<file path="src/rtl/seq_detect_pkg.sv">
// ---------------------------------------------------------------------------
// seq_detect_pkg
// Shared definitions for the programmable sequence-detector controller:
//   - controller state encoding
//   - default MAX_LEN / LEN_W / CNT_W values
//   - masked_eq(): compares the low 'len' bits of history and pattern
// No ports (package).
// ---------------------------------------------------------------------------
package seq_detect_pkg;

   typedef enum logic [1:0] {
      S_IDLE  = 2'd0,
      S_ARMED = 2'd1,
      S_RUN   = 2'd2,
      S_DONE  = 2'd3
   } state_t;

   localparam int DEF_MAX_LEN = 8;
   localparam int DEF_LEN_W   = 4;
   localparam int DEF_CNT_W   = 8;

   // The compare helper works on the largest supported pattern width; callers
   // zero-extend their narrower operands.
   localparam int CMP_W     = 16;
   localparam int CMP_LEN_W = 5;

   function automatic logic masked_eq(input logic [CMP_W-1:0]     hist,
                                      input logic [CMP_W-1:0]     pat,
                                      input logic [CMP_LEN_W-1:0] len);
      logic [CMP_W-1:0] mask;
      mask = '0;
      for (int i = 0; i < CMP_W; i++) begin
         mask[i] = (i < int'(len));
      end
      return (((hist ^ pat) & mask) == '0);
   endfunction

endpackage

</file>
<file path="src/rtl/seq_match_core.sv">
// ---------------------------------------------------------------------------
// seq_match_core
// History shift register, fill counter and length-masked comparator for an
// overlapping serial pattern match.
// Ports:
//   clk     in   clock
//   rst     in   asynchronous active-low reset
//   clr     in   clear history and fill count
//   shift   in   accept bit_in into the history this cycle
//   bit_in  in   serial bit
//   len     in   active pattern length (1..MAX_LEN)
//   pattern in   pattern, bit [len-1] first expected, bit 0 last
//   hit     out  combinational: the bit being shifted in completes a match
// ---------------------------------------------------------------------------
module seq_match_core
   import seq_detect_pkg::*;
#(
   parameter int MAX_LEN = DEF_MAX_LEN,
   parameter int LEN_W   = DEF_LEN_W
) (
   input  logic               clk,
   input  logic               rst,
   input  logic               clr,
   input  logic               shift,
   input  logic               bit_in,
   input  logic [LEN_W-1:0]   len,
   input  logic [MAX_LEN-1:0] pattern,
   output logic               hit
);

   localparam logic [LEN_W-1:0] FULL = LEN_W'(MAX_LEN);

   logic [MAX_LEN-1:0] hist_q;
   logic [MAX_LEN-1:0] hist_d;
   logic [LEN_W-1:0]   fill_q;
   logic [LEN_W-1:0]   fill_d;

   // The match is evaluated on the history as it will be after this shift,
   // so the controller can register the detect pulse on the same edge.
   always_comb begin
      hist_d = {hist_q[MAX_LEN-2:0], bit_in};
      fill_d = (fill_q == FULL) ? FULL : fill_q + 1'b1;
      hit    = shift && (fill_d >= len) &&
               masked_eq(CMP_W'(hist_d), CMP_W'(pattern), CMP_LEN_W'(len));
   end

   always_ff @(posedge clk or negedge rst) begin
      if (!rst) begin
         hist_q <= '0;
         fill_q <= '0;
      end else if (clr) begin
         hist_q <= '0;
         fill_q <= '0;
      end else if (shift) begin
         hist_q <= hist_d;
         fill_q <= fill_d;
      end
   end

endmodule

</file>
<file path="src/rtl/seq_detect_ctrl.sv">
// ---------------------------------------------------------------------------
// seq_detect_ctrl
// Reconfigurable overlapping sequence detector with config handshake,
// start/abort sequencing and a saturating match counter.
// Ports:
//   clk          in   clock
//   rst          in   asynchronous active-low reset
//   cfg_valid    in   configuration offered
//   cfg_ready    out  configuration can be accepted (not in RUN)
//   cfg_pattern  in   pattern, bit [cfg_len-1] first expected
//   cfg_len      in   pattern length, valid range 1..MAX_LEN
//   cfg_target   in   stop after this many matches (0 = until abort)
//   start        in   begin a run (ARMED/DONE only)
//   abort        in   end a run (RUN only)
//   data         in   serial data bit
//   data_valid   in   data qualifier
//   detected     out  registered one-cycle match pulse
//   match_count  out  saturating match count of the current/last run
//   busy         out  in RUN
//   done         out  in DONE
//   err          out  one-cycle pulse on rejected config or start
// ---------------------------------------------------------------------------
module seq_detect_ctrl
   import seq_detect_pkg::*;
#(
   parameter int MAX_LEN = DEF_MAX_LEN,
   parameter int LEN_W   = DEF_LEN_W,
   parameter int CNT_W   = DEF_CNT_W
) (
   input  logic               clk,
   input  logic               rst,
   input  logic               cfg_valid,
   output logic               cfg_ready,
   input  logic [MAX_LEN-1:0] cfg_pattern,
   input  logic [LEN_W-1:0]   cfg_len,
   input  logic [CNT_W-1:0]   cfg_target,
   input  logic               start,
   input  logic               abort,
   input  logic               data,
   input  logic               data_valid,
   output logic               detected,
   output logic [CNT_W-1:0]   match_count,
   output logic               busy,
   output logic               done,
   output logic               err
);

   localparam logic [LEN_W-1:0] MAX_LEN_L = LEN_W'(MAX_LEN);
   localparam logic [CNT_W-1:0] CNT_MAX   = '1;

   state_t             state_q;
   state_t             state_d;
   logic [MAX_LEN-1:0] pat_q;
   logic [LEN_W-1:0]   len_q;
   logic [CNT_W-1:0]   tgt_q;
   logic [CNT_W-1:0]   cnt_q;
   logic [CNT_W-1:0]   cnt_d;
   logic               det_q;
   logic               err_q;
   logic               err_d;
   logic               cfg_acc;
   logic               cfg_ok;
   logic               load_cfg;
   logic               cfg_bad;
   logic               start_ok;
   logic               clr;
   logic               shift;
   logic               hit;

   assign shift = (state_q == S_RUN) && data_valid;

   seq_match_core #(
      .MAX_LEN (MAX_LEN),
      .LEN_W   (LEN_W)
   ) u_core (
      .clk     (clk),
      .rst     (rst),
      .clr     (clr),
      .shift   (shift),
      .bit_in  (data),
      .len     (len_q),
      .pattern (pat_q),
      .hit     (hit)
   );

   always_comb begin
      state_d  = state_q;
      cnt_d    = cnt_q;
      clr      = 1'b0;
      cfg_acc  = cfg_valid && (state_q != S_RUN);
      cfg_ok   = (cfg_len != '0) && (cfg_len <= MAX_LEN_L);
      load_cfg = cfg_acc && cfg_ok;
      cfg_bad  = cfg_acc && !cfg_ok;
      // A start offered together with a bad config is rejected with it.
      start_ok = start && ((state_q == S_ARMED) || (state_q == S_DONE)) && !cfg_bad;
      // Rejected config and rejected start in one cycle give a single pulse.
      err_d    = cfg_bad || (start && !start_ok);

      case (state_q)
         S_IDLE: begin
            if (load_cfg) state_d = S_ARMED;
         end
         S_ARMED, S_DONE: begin
            if (start_ok) begin
               state_d = S_RUN;
               clr     = 1'b1;
               cnt_d   = '0;
            end else if (load_cfg) begin
               state_d = S_ARMED;
            end
         end
         S_RUN: begin
            if (hit && (cnt_q != CNT_MAX)) cnt_d = cnt_q + 1'b1;
            // Target completion takes precedence over a coincident abort.
            if (hit && (tgt_q != '0) && (cnt_d == tgt_q)) state_d = S_DONE;
            else if (abort)                               state_d = S_ARMED;
         end
         default: state_d = S_IDLE;
      endcase
   end

   always_ff @(posedge clk or negedge rst) begin
      if (!rst) begin
         state_q <= S_IDLE;
         cnt_q   <= '0;
         det_q   <= 1'b0;
         err_q   <= 1'b0;
      end else begin
         state_q <= state_d;
         cnt_q   <= cnt_d;
         det_q   <= hit;
         err_q   <= err_d;
      end
   end

   // Config storage is only meaningful once state leaves IDLE, so it needs
   // no reset; returning to IDLE is what discards it.
   always_ff @(posedge clk) begin
      if (load_cfg) begin
         pat_q <= cfg_pattern;
         len_q <= cfg_len;
         tgt_q <= cfg_target;
      end
   end

   assign cfg_ready   = (state_q != S_RUN);
   assign busy        = (state_q == S_RUN);
   assign done        = (state_q == S_DONE);
   assign detected    = det_q;
   assign err         = err_q;
   assign match_count = cnt_q;

endmodule

</file>
<file path="config.mk">
export PLATFORM = sky130hd
export DESIGN_NAME = seq_detect_ctrl
export DESIGN_NICKNAME = d
export VERILOG_FILES = /design/src/rtl/seq_detect_pkg.sv /design/src/rtl/seq_match_core.sv /design/src/rtl/seq_detect_ctrl.sv
export SDC_FILE = /design/constraint.sdc
export NUM_CORES = 1
export LEC_CHECK = 0
export CORE_MARGIN = 2
export CORE_UTILIZATION = 47
export DETAILED_ROUTE_END_ITERATION = 16
export PLACE_DENSITY = 0.75
export SETUP_SLACK_MARGIN = 0.05
export SYNTH_ARGS = -nofsm -noshare
export SYNTH_HDL_FRONTEND = slang
export SYNTH_SLANG_ARGS = --single-unit
</file>
<file path="constraint.sdc">
create_clock -name clk -period 3.3 [get_ports clk]
set_input_delay 0.66 -clock clk [delete_from_list [all_inputs] [get_ports clk]]
set_output_delay 0.66 -clock clk [all_outputs]
set_load 0.03 [all_outputs]
</file>
==> flow_summary.ini <==
[outcome]
status = complete, but fails checks
violations = setup timing

[sta]
setup_viol = 2
fin_crit_ns = 3.42
worst_pin_slew_ns = 0.909
fin_skew_ns = 0.0100
fin_crit_sh = 1.04
max_freq_ghz = 0.292
finalMaxSlewViolations = 0
setup_ws_ns = -0.123
rsz0062_at_grt = yes
hold_viol = 0
max_slew_margin = 0.389

[cells_and_area]
finish.utilization = 0.636
nets = 308
final_cell_count_no_fill = 342
antenna_cells = 0
drive_gt1_frac = 0.138
synthToLayoutAreaGrowth_pct = 30.5
mostFrequentLayoutCells = clkdlybuf4s50_1 (39), nand2_1 (30), dfrtp_1 (22)
layout_commonest_cell = clkdlybuf4s50_1

[setup_path]
critPathKind = register to register
critPathCaptureType = register
crit_slowest_cell = or4b_4
cp.arrival_ns = 3.64
critical_path.max_fanout = 3
startpoint_type = register
worst_path_largest_cell_delay_ns = 0.55
crit_chain = inv_2 -> ha_4 -> nand2_4 -> nand2_4 -> mux2i_4 -> ha_4 -> o21a_1 -> o22ai_1 -> or3_1 -> or4b_4 -> or4_4 -> a2111oi_4 -> o2111ai_2 -> a31oi_1
required_ns = 3.52

[detailed_routing]
drtAntennaViolNets = 0
first_pass_iters = 5
wl_per_cell_um = 15.5
via_per_inst = 5.57
drt_iter0_drc = 199
wl_um = 5300
route.vias.total = 1905
drcViolationCount = 0

[place]
hpwl_um = 3740
pre_cts_slack_ns = -0.146
io_buffer_count = 39
dp_cells = 334
place_congestion = 0.886

[synthesis]
ys_warn_count = 0
syn_avg_cell_area_um2 = 10.3
async_flop_share = 0.535
ys_types = 45
synth_ff_type = dfrtp_1
ys_seq_elements = 43
postSynthCellCount = 224
yosysSeqAreaShare = 0.511
syn_nets = 258
synth_edf_count = 20
syn_area_um2 = 2300

[floorplan]
die_x_um = 74.0
fp.coreArea_um2 = 4720
row_count = 25
ios = 40
start_util = 0.487
die-area_um2 = 5470
die_h_um = 74.0

[global_routing]
grt_max_degree = 24
grt_pass1_vias = 1823
grt_pass1_wl_um = 8770
grt_usage = 0.213
antenna_found_initial = 0
grt_overflow_total = 0

[hold_path]
hp-class = register to register

[pwr]
power_density_nw_per_um2 = 556
power.total_mw = 1.67
leakage_nw = 1.13
ir_drop_mv = 0.351

[cts]
cts.htree.levels = 2
cts_tree = yes
cts_sinks = 43
clk_pin_slew_worst_paths_ns = 0.09
cts_made_buffers = 5
cts_hold_buf = 0
clk_latency_ns = 0.31
cts_setup_buffers = 0
clockRootBuffer = clkbuf_8
cts_max_path_buffers = 2

[run]
max-cap-violations = 0
critical path, delay by kind of cell (launching register included):
kind            cells  cell delay [ns]
simple gates        5             1.47
compound gates      5             0.86
fa+ha+maj           2             0.42
flops               1             0.42
buf+inv             1             0.10
mux                 1             0.07
timing repair:
action                     CTS  global route
cloned                       0             0
gates resized for setup      8            12
pin swaps                    1             1
setup endpoints to repair    5             7
power by group:
part           internal, mW  switching [mW]  leakage, nW
Sequential            0.645          0.0802        0.498
Clock                 0.151           0.197       0.0408
Combinational         0.276           0.322        0.593
cells in the mapped netlist (all sizes together), types with 2 or more instances:
cell     number  area share
a2111oi       2       0.010
a21oi        18       0.039
a22o          2      0.0076
a31oi         5       0.014
and2          2      0.0054
buf           2      0.0071
clkbuf        4      0.0065
dfrtp        23        0.25
edfxtp       20        0.26
ha            7       0.038
inv          13       0.021
mux2i         3       0.013
nand2        33       0.057
nand2b        2      0.0087
nand3         5       0.011
nor2         15       0.024
nor3          7       0.015
nor4          2      0.0054
nor4b         2       0.010
o21ai         8       0.017
o22ai         4       0.011
o31ai         2      0.0065
o41ai         2      0.0076
or3           6       0.016
xnor2        13       0.049
xor2          8       0.030
logic make-up after synthesis:
| family | count (synthesis) | synth area share |
|---|---|---|
| AND/OR/NAND/NOR | 78 | 0.168 |
| AO/OA/AOI/OAI | 51 | 0.143 |
| flip-flops | 43 | 0.511 |
| XOR/XNOR | 21 | 0.0799 |
| buffers and inverters | 20 | 0.0418 |
| adder cells (fa/ha/maj) | 7 | 0.0380 |
| multiplexers | 4 | 0.0179 |
flip-flops by register name, indices dropped and copies added (netlist names):
register,flops
match_count,8
pat_q,8
tgt_q,8
u_core.hist_q,7
len_q,4
u_core.fill_q,4
state_q,2
detected,1
err,1
final cells by class:
class,instances,area [µm²]
well taps,67,83.8
repair buffers,49,465
inverters,14,65.1
clock buffers,5,68.8
multi-input cells,161,1120
flip-flops and latches,43,1180
clock inverters,3,23.8
fillers,368,1720
routing by layer:
layer  routed length [µm]  global-route usage
met5                    0                   0
met4                   70              0.0808
met3                  400              0.0488
met2                 2480               0.322
met1                 2350               0.301
worst paths after layout:
check,start,end,slack (ns),cells past startpoint
setup reg to reg,u_core.fill_q[0]$_DFFE_PN0P_,state_q[0]$_DFFE_PN0P_,-0.12,14
hold reg to reg,u_core.hist_q[6]$_DFFE_PN0P_,u_core.hist_q[6]$_DFFE_PN0P_,0.55,2
max in group asynchronous,rst,u_core.fill_q[2]$_DFFE_PN0P_,2.33,2
hold / removal,u_core.hist_q[6]$_DFFE_PN0P_,u_core.hist_q[6]$_DFFE_PN0P_,0.55,2
min in group asynchronous,rst,u_core.hist_q[2]$_DFFE_PN0P_,0.71,2
setup / recovery,u_core.fill_q[0]$_DFFE_PN0P_,state_q[0]$_DFFE_PN0P_,-0.12,14
through the flow:
step | cell area [µm²] | TNS (ns) | hold WS (ns)
after floorplan | 2320 | -0.0219 | 0.364
after global placement | 2840 | 0 | 0.529
after detailed placement | 2840 | -0.252 | 0.547
after CTS | 2960 | -0.144 | 0.559
after global routing | 3000 | -0.505 | 0.575
final | 3000 | -0.205 | 0.553
(Power assumes the default switching activity.)
